==> src/rtl/ising_pkg.sv <==
// Shared definitions for the coupled-oscillator array control path:
// run-controller state encodings and default counter/synchronizer sizing.
package ising_pkg;

    localparam int CNT_W_DEF       = 16;
    localparam int SYNC_STAGES_DEF = 2;

    localparam logic [2:0] ST_IDLE   = 3'd0;
    localparam logic [2:0] ST_HOLD   = 3'd1;
    localparam logic [2:0] ST_RUN    = 3'd2;
    localparam logic [2:0] ST_SAMPLE = 3'd3;
    localparam logic [2:0] ST_DONE   = 3'd4;

    typedef enum logic [2:0] {
        IDLE   = ST_IDLE,
        HOLD   = ST_HOLD,
        RUN    = ST_RUN,
        SAMPLE = ST_SAMPLE,
        DONE   = ST_DONE
    } state_e;

endpackage

==> src/rtl/sync_ff.sv <==
// Multi-stage flip-flop synchronizer for one asynchronous bit; clears to 0.
module sync_ff #(
    parameter int STAGES = 2
) (
    input  logic clk,
    input  logic rst,
    input  logic d_i,
    output logic q_o
);

    logic [STAGES-1:0] ff_q;

    // NOTE: clocked state uses non-blocking (<=) so every stage samples the
    // value its neighbour held before the edge, giving a true shift chain.
    always_ff @(posedge clk or posedge rst) begin
        if (rst) begin
            ff_q <= '0;
        end else begin
            ff_q <= {ff_q[STAGES-2:0], d_i};
        end
    end

    assign q_o = ff_q[STAGES-1];

endmodule

==> src/rtl/phase_sampler.sv <==
// Run controller and majority-vote spin readout for the oscillator array.
// Build option: define PHASE_SAMPLER_TIE_HOLD_EN to keep the previous spin on a tie.
module phase_sampler
    import ising_pkg::*;
#(
    parameter int NUM_SPINS   = 8,
    parameter int CNT_W       = CNT_W_DEF,
    parameter int SYNC_STAGES = SYNC_STAGES_DEF
) (
    input  logic                 clk,
    input  logic                 axi_rst,
    input  logic                 start,
    input  logic [CNT_W-1:0]     hold_cycles,
    input  logic [CNT_W-1:0]     anneal_cycles,
    input  logic [CNT_W-1:0]     window_cycles,
    input  logic [NUM_SPINS-1:0] osc_in,
    input  logic                 ref_osc,
    output logic                 ising_rstn,
    output logic                 busy,
    output logic                 done,
    output logic                 valid,
    output logic [NUM_SPINS-1:0] spins
);

`ifdef PHASE_SAMPLER_TIE_HOLD_EN
    localparam logic TIE_HOLD = 1'b1;
`else
    localparam logic TIE_HOLD = 1'b0;
`endif

    localparam logic [CNT_W-1:0] ONE = CNT_W'(1);

    logic [NUM_SPINS-1:0] sync_osc;
    logic                 sync_ref;
    logic [NUM_SPINS-1:0] mm;

    for (genvar i = 0; i < NUM_SPINS; i++) begin : g_sync_osc
        sync_ff #(.STAGES(SYNC_STAGES)) u_sync_osc (
            .clk (clk),
            .rst (axi_rst),
            .d_i (osc_in[i]),
            .q_o (sync_osc[i])
        );
    end

    sync_ff #(.STAGES(SYNC_STAGES)) u_sync_ref (
        .clk (clk),
        .rst (axi_rst),
        .d_i (ref_osc),
        .q_o (sync_ref)
    );

    // Both paths see the same synchronizer lag, so relative phase is intact.
    assign mm = sync_osc ^ {NUM_SPINS{sync_ref}};

    state_e               state_q;
    logic [CNT_W-1:0]     timer_q;
    logic [CNT_W-1:0]     anneal_q;
    logic [CNT_W-1:0]     window_q;
    logic [CNT_W-1:0]     cnt_q [NUM_SPINS];
    logic [CNT_W-1:0]     cnt_d [NUM_SPINS];
    logic [NUM_SPINS-1:0] spins_q;
    logic [NUM_SPINS-1:0] spins_d;
    logic                 ising_rstn_q;
    logic                 busy_q;
    logic                 done_q;
    logic                 valid_q;

    // Vote includes the final window sample; compare 2*count against W' at CNT_W+1 bits.
    always_comb begin
        // NOTE: every combinational output gets a default first so no path
        // leaves it unassigned, which would otherwise infer a latch.
        spins_d = '0;
        for (int i = 0; i < NUM_SPINS; i++) begin
            cnt_d[i]   = cnt_q[i] + CNT_W'(mm[i]);
            spins_d[i] = ({cnt_d[i], 1'b0} > {1'b0, window_q})
                       | (({cnt_d[i], 1'b0} == {1'b0, window_q}) & TIE_HOLD & spins_q[i]);
        end
    end

    always_ff @(posedge clk or posedge axi_rst) begin
        if (axi_rst) begin
            state_q      <= IDLE;
            timer_q      <= '0;
            anneal_q     <= '0;
            window_q     <= '0;
            spins_q      <= '0;
            ising_rstn_q <= 1'b0;
            busy_q       <= 1'b0;
            done_q       <= 1'b0;
            valid_q      <= 1'b0;
            // NOTE: the per-spin counters are a handful of flops, not a RAM,
            // so they are reset like any other register.
            for (int i = 0; i < NUM_SPINS; i++) cnt_q[i] <= '0;
        end else begin
            done_q <= 1'b0;
            case (state_q)
                IDLE, DONE: begin
                    if (start) begin
                        state_q      <= HOLD;
                        busy_q       <= 1'b1;
                        ising_rstn_q <= 1'b0;
                        valid_q      <= 1'b0;
                        timer_q      <= (hold_cycles == '0) ? '0 : hold_cycles - ONE;
                        anneal_q     <= anneal_cycles;
                        window_q     <= (window_cycles == '0) ? ONE : window_cycles;
                    end
                end
                HOLD: begin
                    if (timer_q == '0) begin
                        ising_rstn_q <= 1'b1;
                        if (anneal_q == '0) begin
                            state_q <= SAMPLE;
                            timer_q <= window_q - ONE;
                            for (int i = 0; i < NUM_SPINS; i++) cnt_q[i] <= '0;
                        end else begin
                            state_q <= RUN;
                            timer_q <= anneal_q - ONE;
                        end
                    end else begin
                        timer_q <= timer_q - ONE;
                    end
                end
                RUN: begin
                    if (timer_q == '0) begin
                        state_q <= SAMPLE;
                        timer_q <= window_q - ONE;
                        for (int i = 0; i < NUM_SPINS; i++) cnt_q[i] <= '0;
                    end else begin
                        timer_q <= timer_q - ONE;
                    end
                end
                SAMPLE: begin
                    for (int i = 0; i < NUM_SPINS; i++) cnt_q[i] <= cnt_d[i];
                    if (timer_q == '0) begin
                        state_q      <= DONE;
                        spins_q      <= spins_d;
                        valid_q      <= 1'b1;
                        done_q       <= 1'b1;
                        busy_q       <= 1'b0;
                        ising_rstn_q <= 1'b0;
                    end else begin
                        timer_q <= timer_q - ONE;
                    end
                end
                default: state_q <= IDLE;
            endcase
        end
    end

    assign ising_rstn = ising_rstn_q;
    assign busy       = busy_q;
    assign done       = done_q;
    assign valid      = valid_q;
    assign spins      = spins_q;

endmodule

==> config.mk <==
export PLATFORM = sky130hd
export DESIGN_NAME = phase_sampler
export DESIGN_NICKNAME = d
export VERILOG_FILES = /design/src/rtl/ising_pkg.sv /design/src/rtl/sync_ff.sv /design/src/rtl/phase_sampler.sv
export SDC_FILE = /design/constraint.sdc
export NUM_CORES = 1
export LEC_CHECK = 0
export BUFFER_PORTS_ARGS = -buffer_cell sky130_fd_sc_hd__buf_2
export CAP_MARGIN = 20
export CORE_AREA = 4 4 185 187
export DETAILED_ROUTE_END_ITERATION = 12
export DIE_AREA = 0 0 189 191
export PLACE_DENSITY = 0.7
export SYNTH_ARGS = -nofsm -noshare
export SYNTH_HDL_FRONTEND = slang
export SYNTH_SLANG_ARGS = --single-unit
==> constraint.sdc <==
create_clock -name clk -period 18.3 [get_ports clk]
set_input_delay 0.915 -clock clk [delete_from_list [all_inputs] [get_ports clk]]
set_output_delay 0.915 -clock clk [all_outputs]
set_load 0.03 [all_outputs]
### Yosys cells after proc, flatten, opt, wreduce, memory -nomap -nowiden

Cells that the tools add are included.

* bits in latches: 0
* bits in writable memories: 0
* bits of input ports: 60
* ROM bits: 0
* memories: 0
* register bits: 209

* order comparisons: 8
* multipliers: 0
* multiplexer cells: 27
* add/sub/neg operators: 12
* bitwise operators: 1
* reductions and logical operators: 17
* shift-type cells: 0
* div/mod/pow operators: 0
* equality and inequality tests: 10

Operator list (count)
* two-way mux 128 bit: 3
* case mux 128 bit (3 select lines): 1
* > comparator 17 x 16 -> 1 bit: 8
* adder 16 x 1 -> 16 bit: 8
* two-way mux 16 bit: 7
* zero test 16 bit: 4
* case mux 16 bit (4 select lines): 1
* subtractor 16 x 1 -> 16 bit (second input constant): 4
* two-way mux 3 bit: 4
* != test 2 bit (second input constant): 6
* case mux 3 bit (4 select lines): 1
* AND reduction 4 bit: 3
* bitwise XOR 8 bit: 1
* two-way mux 1 bit: 7
* == test 3 x 2 -> 1 bit (second input constant): 2
* AND reduction 3 bit: 2
* nonzero test 3 bit: 2
* case mux 1 bit (2 select lines): 2
* AND reduction 2 bit: 2
* nonzero test 4 bit: 1
* == test 3 x 1 -> 1 bit (second input constant): 1
* == test 3 bit (second input constant): 1
* zero test 3 bit: 1
* case mux 1 bit (3 select lines): 1
* 2 further kinds: 2

### Logic depth before layout (Yosys ltp)

* depth after elaboration: 4
* gate-level depth with buffers: 16
* gate-level depth less buffers: 15

### Cells and area by module

Synthesis repeated with hierarchy kept, for this count alone.

* cell total of the unflattened synthesis: 1618
* area total of the unflattened synthesis: 14293.7 um^2

Modules (own cells, without submodules)
* phase_sampler: cells an instance 1591, instances 1, area each 13809.5 um^2
* sync_ff: cells an instance 3, instances 9, area each 53.8 um^2

### Worst setup path before layout

Ideal clock, no wire load.

* path type: reg2reg
* start: reg u_sync_ref.ff_q[1]
* end: reg spins_q[6], in the netlist spins[6]
* clock period less this slack: 3.541 ns
* path buffers: 1
* stages on the path, launching flop included: 16
* data arrival time: 3.423 ns
* slack: 14.759 ns
* cells stage by stage: dfrtp_1 -> clkbuf_1 -> xor2_1 -> ha_1 -> ha_1 -> nand3_1 -> nor2_1 -> nor4b_1 -> nand2_1 -> xnor2_1 -> ha_1 -> a2111oi_0 -> o21ai_0 -> o31ai_1 -> a21oi_1 -> a21o_1

* word-level cells in the longest chain between the ends: 3

RTL lines
* start, declared: line sync_ff.sv:11 `logic [STAGES-1:0] ff_q;`
* start signal, assigned: line sync_ff.sv:19 `ff_q <= {ff_q[STAGES-2:0], d_i};`
* bitwise XOR 8 bit: line phase_sampler.sv:54 `assign mm = sync_osc ^ {NUM_SPINS{sync_ref}};`
* adder 16 x 1 -> 16 bit: line phase_sampler.sv:75 `cnt_d[i] = cnt_q[i] + CNT_W'(mm[i]);`
* > comparator 17 x 16 -> 1 bit: line phase_sampler.sv:76 `spins_d[i] = ({cnt_d[i], 1'b0} > {1'b0, window_q})`
* end signal, assigned: line phase_sampler.sv:137 `spins_q <= spins_d;`
* end, declared: line phase_sampler.sv:62 `logic [NUM_SPINS-1:0] spins_q;`

Every way passes these cells.
A chain may end at the register's enable or synchronous reset.

### Worst setup path after layout

Same ends and word-level chain as after synthesis.

==> impl_metrics.env <==
export IMPL_final_cell_mix="209 x dfrtp_1, 177 x nand2_1, 141 x ha_1"
export IMPL_tightest_slew_ns=0.910
export IMPL_syn2layout_area_growth_pct=10.8
export IMPL_via_per_inst=5.88
export IMPL_ir_drop_v=0.0000730
export IMPL_avgRoutedWirePerCell_um=18.3
export IMPL_period_needed_ns=3.96
export IMPL_drive_above_1_share_pct=8.45
export IMPL_numPortBuffers=71
export IMPL_yosys_most_used_dff="dfrtp_1"
export IMPL_drt_total_wl_um=39000
export IMPL_cpMostUsedCell="ha_1"
export IMPL_cts_tree="built"
export IMPL_drtIter0Drc=852
export IMPL_fin_cells=2135
export IMPL_antenna_cells=0
export IMPL_cts_hold_buf=0
export IMPL_crit_arrival_ns=4.40
export IMPL_path_cells="xor2_1 > ha_1 > ha_1 > nand3_1 > nor2_1 > nor4b_1 > nand2_1 > xnor2_1 > ha_1 > a2111oi_0 > o21ai_0 > o31ai_1 > a21oi_1 > a21o_1"
export IMPL_final_core_util_pct=49.5
export IMPL_hold_violations=0
export IMPL_fin_skew_ns=0.0275
export IMPL_path_class="register to register"
export IMPL_leakage_nw=7.63
export IMPL_slowest_stage="dfrtp_1"
export IMPL_max_freq_ghz=0.252
export IMPL_min_from="g_sync_osc[1].u_sync_osc.ff_q[0]"
export IMPL_synthArstFlopShare_pct=100
export IMPL_cts_resized=0
export IMPL_clock_sinks=209
export IMPL_htree_num_levels=1
export IMPL_startpoint_type="register"
export IMPL_final_setup_viol_count=0
export IMPL_place_congestion=0.893
export IMPL_drc_errors=0
export IMPL_drv_cap=0
export IMPL_grt_usage_pct=21.2
export IMPL_cts_buffers=26
export IMPL_cp_required_ns=18.74
export IMPL_outcome="finished, final reports clean"
export IMPL_worstSkewPairLatency_ns=0.56
export IMPL_nets=1875
export IMPL_antenna_found_initial=1
export IMPL_hpwl_um=25800
export IMPL_die_h_um=191
export IMPL_first_global_vias=12000
export IMPL_dr_pass1_iters=6
export IMPL_crit_fanout=8
export IMPL_num_io_pins=72
export IMPL_clockRootBuffer="clkbuf_16"
export IMPL_r2r_start="u_sync_ref.ff_q[1]"
export IMPL_clock_path_buffers=3
export IMPL_finalMaxSlewViolations=0
export IMPL_rsz0062_at_grt="no"
export IMPL_ys_ff_latch=209
export IMPL_hp_class="register to register"
export IMPL_p_per_area_nw_per_um2=88.3
export IMPL_place_inst=2086
export IMPL_synth_yosys_seq_area_share_pct=36.1
export IMPL_clk_pin_slew_ns=0.06
export IMPL_syn_inst=1633
export IMPL_postSynthAreaPerCell_um2=8.87
export IMPL_die_w_um=189
export IMPL_synth_nets=1834
export IMPL_overflow=0
export IMPL_crit_start="u_sync_ref.ff_q[1]"
export IMPL_grt_max_degree=130
export IMPL_yosys_warnings=0
export IMPL_placeableCoreArea_um2=32500
export IMPL_postCtsSetupRepairBufs=0
export IMPL_layout_commonest_cell="dfrtp_1"
export IMPL_row_count=66
export IMPL_cp_end_kind="register"
export IMPL_netlist_area_um2=14500
export IMPL_grt_pass1_wl_um=63300
export IMPL_dr_total_vias=12600
export IMPL_die_area_um2=36100
export IMPL_max_slew_margin_pct=39.3
export IMPL_fin_crit_sh_pct=21.7
export IMPL_postRouteAntennaNets=0
export IMPL_slowest_delay_ns=0.66
export IMPL_start_util_pct=44.7
export IMPL_setup_tns_final_ns=0
export IMPL_synth_cell_types=68
export IMPL_synth_edf_count=0
==> metal layers <==
metal,vias up,global-route usage [%],part of all wire [%]
met3,79,2.57,5.5
met4,2,6.61,3.0
met5,-,0,0.036
met1,6003,29.4,46
met2,379,35.0,46
li1,6093,-,-
==> cell families after synthesis <==
family | after synthesis | share of synthesized area, %
XOR/XNOR | 153 | 9.25
adder cells (fa/ha/maj) | 142 | 12.2
AND/OR/NAND/NOR | 578 | 19.3
AO/OA/AOI/OAI | 442 | 19.7
buffers and inverters | 106 | 3.19
multiplexers | 3 | 0.216
flip-flops | 209 | 36.1
==> state kept, by name, summed over array words and instances (netlist names) <==
name / flops
done: 1
cnt_q: 128
anneal_q: 16
window_q: 16
state_q: 3
timer_q: 16
u_sync_ref.ff_q: 2
valid: 1
g_sync_osc.u_sync_osc.ff_q: 16
spins: 8
busy: 1
ising_rstn: 1
==> worst max-delay path: cells and delay by family (launching register included) <==
kind	cells	cell delay (ns)
DFF	1	0.66
and+or+nand+nor	4	1.09
adders and majority gates	3	0.67
AOI/OAI and AO/OA	5	1.04
xor gates and xnor gates	2	0.38
==> cell type report <==
type                    count  area [µm²]
clock buffers              35         714
well taps                 442         553
inverters                  37         146
flip-flops and latches    209        5230
repair buffers             82         470
fillers                  3061       16400
multi-input cells        1318        8820
clock inverters            12         123
==> worst paths after layout <==
check	slack (ns)	endpoint	depth (start not counted)
min reg2reg	0.35	g_sync_osc[1].u_sync_osc.ff_q[1]	0
max in group asynchronous	16.40	g_sync_osc[5].u_sync_osc.ff_q[0]	4
min	0.35	g_sync_osc[1].u_sync_osc.ff_q[1]	0
min in group asynchronous	0.53	g_sync_osc[3].u_sync_osc.ff_q[0]	2
max	14.34	spins[6]	14
max reg2reg	14.34	spins[6]	14
==> Yosys cell counts, types with 3 or more instances <==
library cell	instances	area, µm²
o311a_1	4	40.0
ha_1	141	1760
nand2b_1	11	68.8
a2111oi_0	3	26.3
and2_1	5	31.3
a21boi_0	3	22.5
o22ai_1	9	56.3
buf_2	4	20.0
a22oi_1	5	37.5
o31ai_1	8	60.1
dfrtp_1	209	5230
nand3_1	66	330
inv_1	36	135
o21ai_0	83	415
a21oi_1	130	651
nand4_1	38	238
o22a_1	5	43.8
or3_1	5	31.3
clkbuf_1	51	191
a221o_1	3	30.0
a22o_1	53	464
nand2_1	177	664
nor2b_1	4	25.0
and3_1	33	206
buf_1	3	11.3
a211o_1	5	43.8
and4_1	7	61.3
or2_2	7	43.8
nor2_1	129	484
a21o_1	18	135
a211oi_1	3	22.5
nor3_1	40	200
o2bb2ai_1	3	26.3
buf_6	5	56.3
or4_1	13	97.6
o32ai_1	5	43.8
a31oi_1	50	313
xnor2_1	80	701
nor4_1	32	200
xor2_1	73	639
buf_4	6	45.0
o21a_1	31	233
==> per-stage QoR <==
step                hold WS, ns  area (µm²)  worst slack, ns  total power, mW
floorplan                 0.331       14500            11.68            0.789
global placement          0.332       15200            14.53            0.904
detailed placement        0.336       15200            14.35            0.921
CTS                       0.349       16000            14.31             1.42
global route              0.353       16100            13.85             1.50
finish                    0.348       16100            14.34             1.42
==> power by group <==
part	leakage [nW]	internal (mW)	total, mW	switching, mW
clock	0.412	0.290	0.500	0.209
combinational	4.45	0.130	0.374	0.244
sequential	2.77	0.504	0.544	0.0404
No activity file was read; power rests on OpenSTA's default activity.
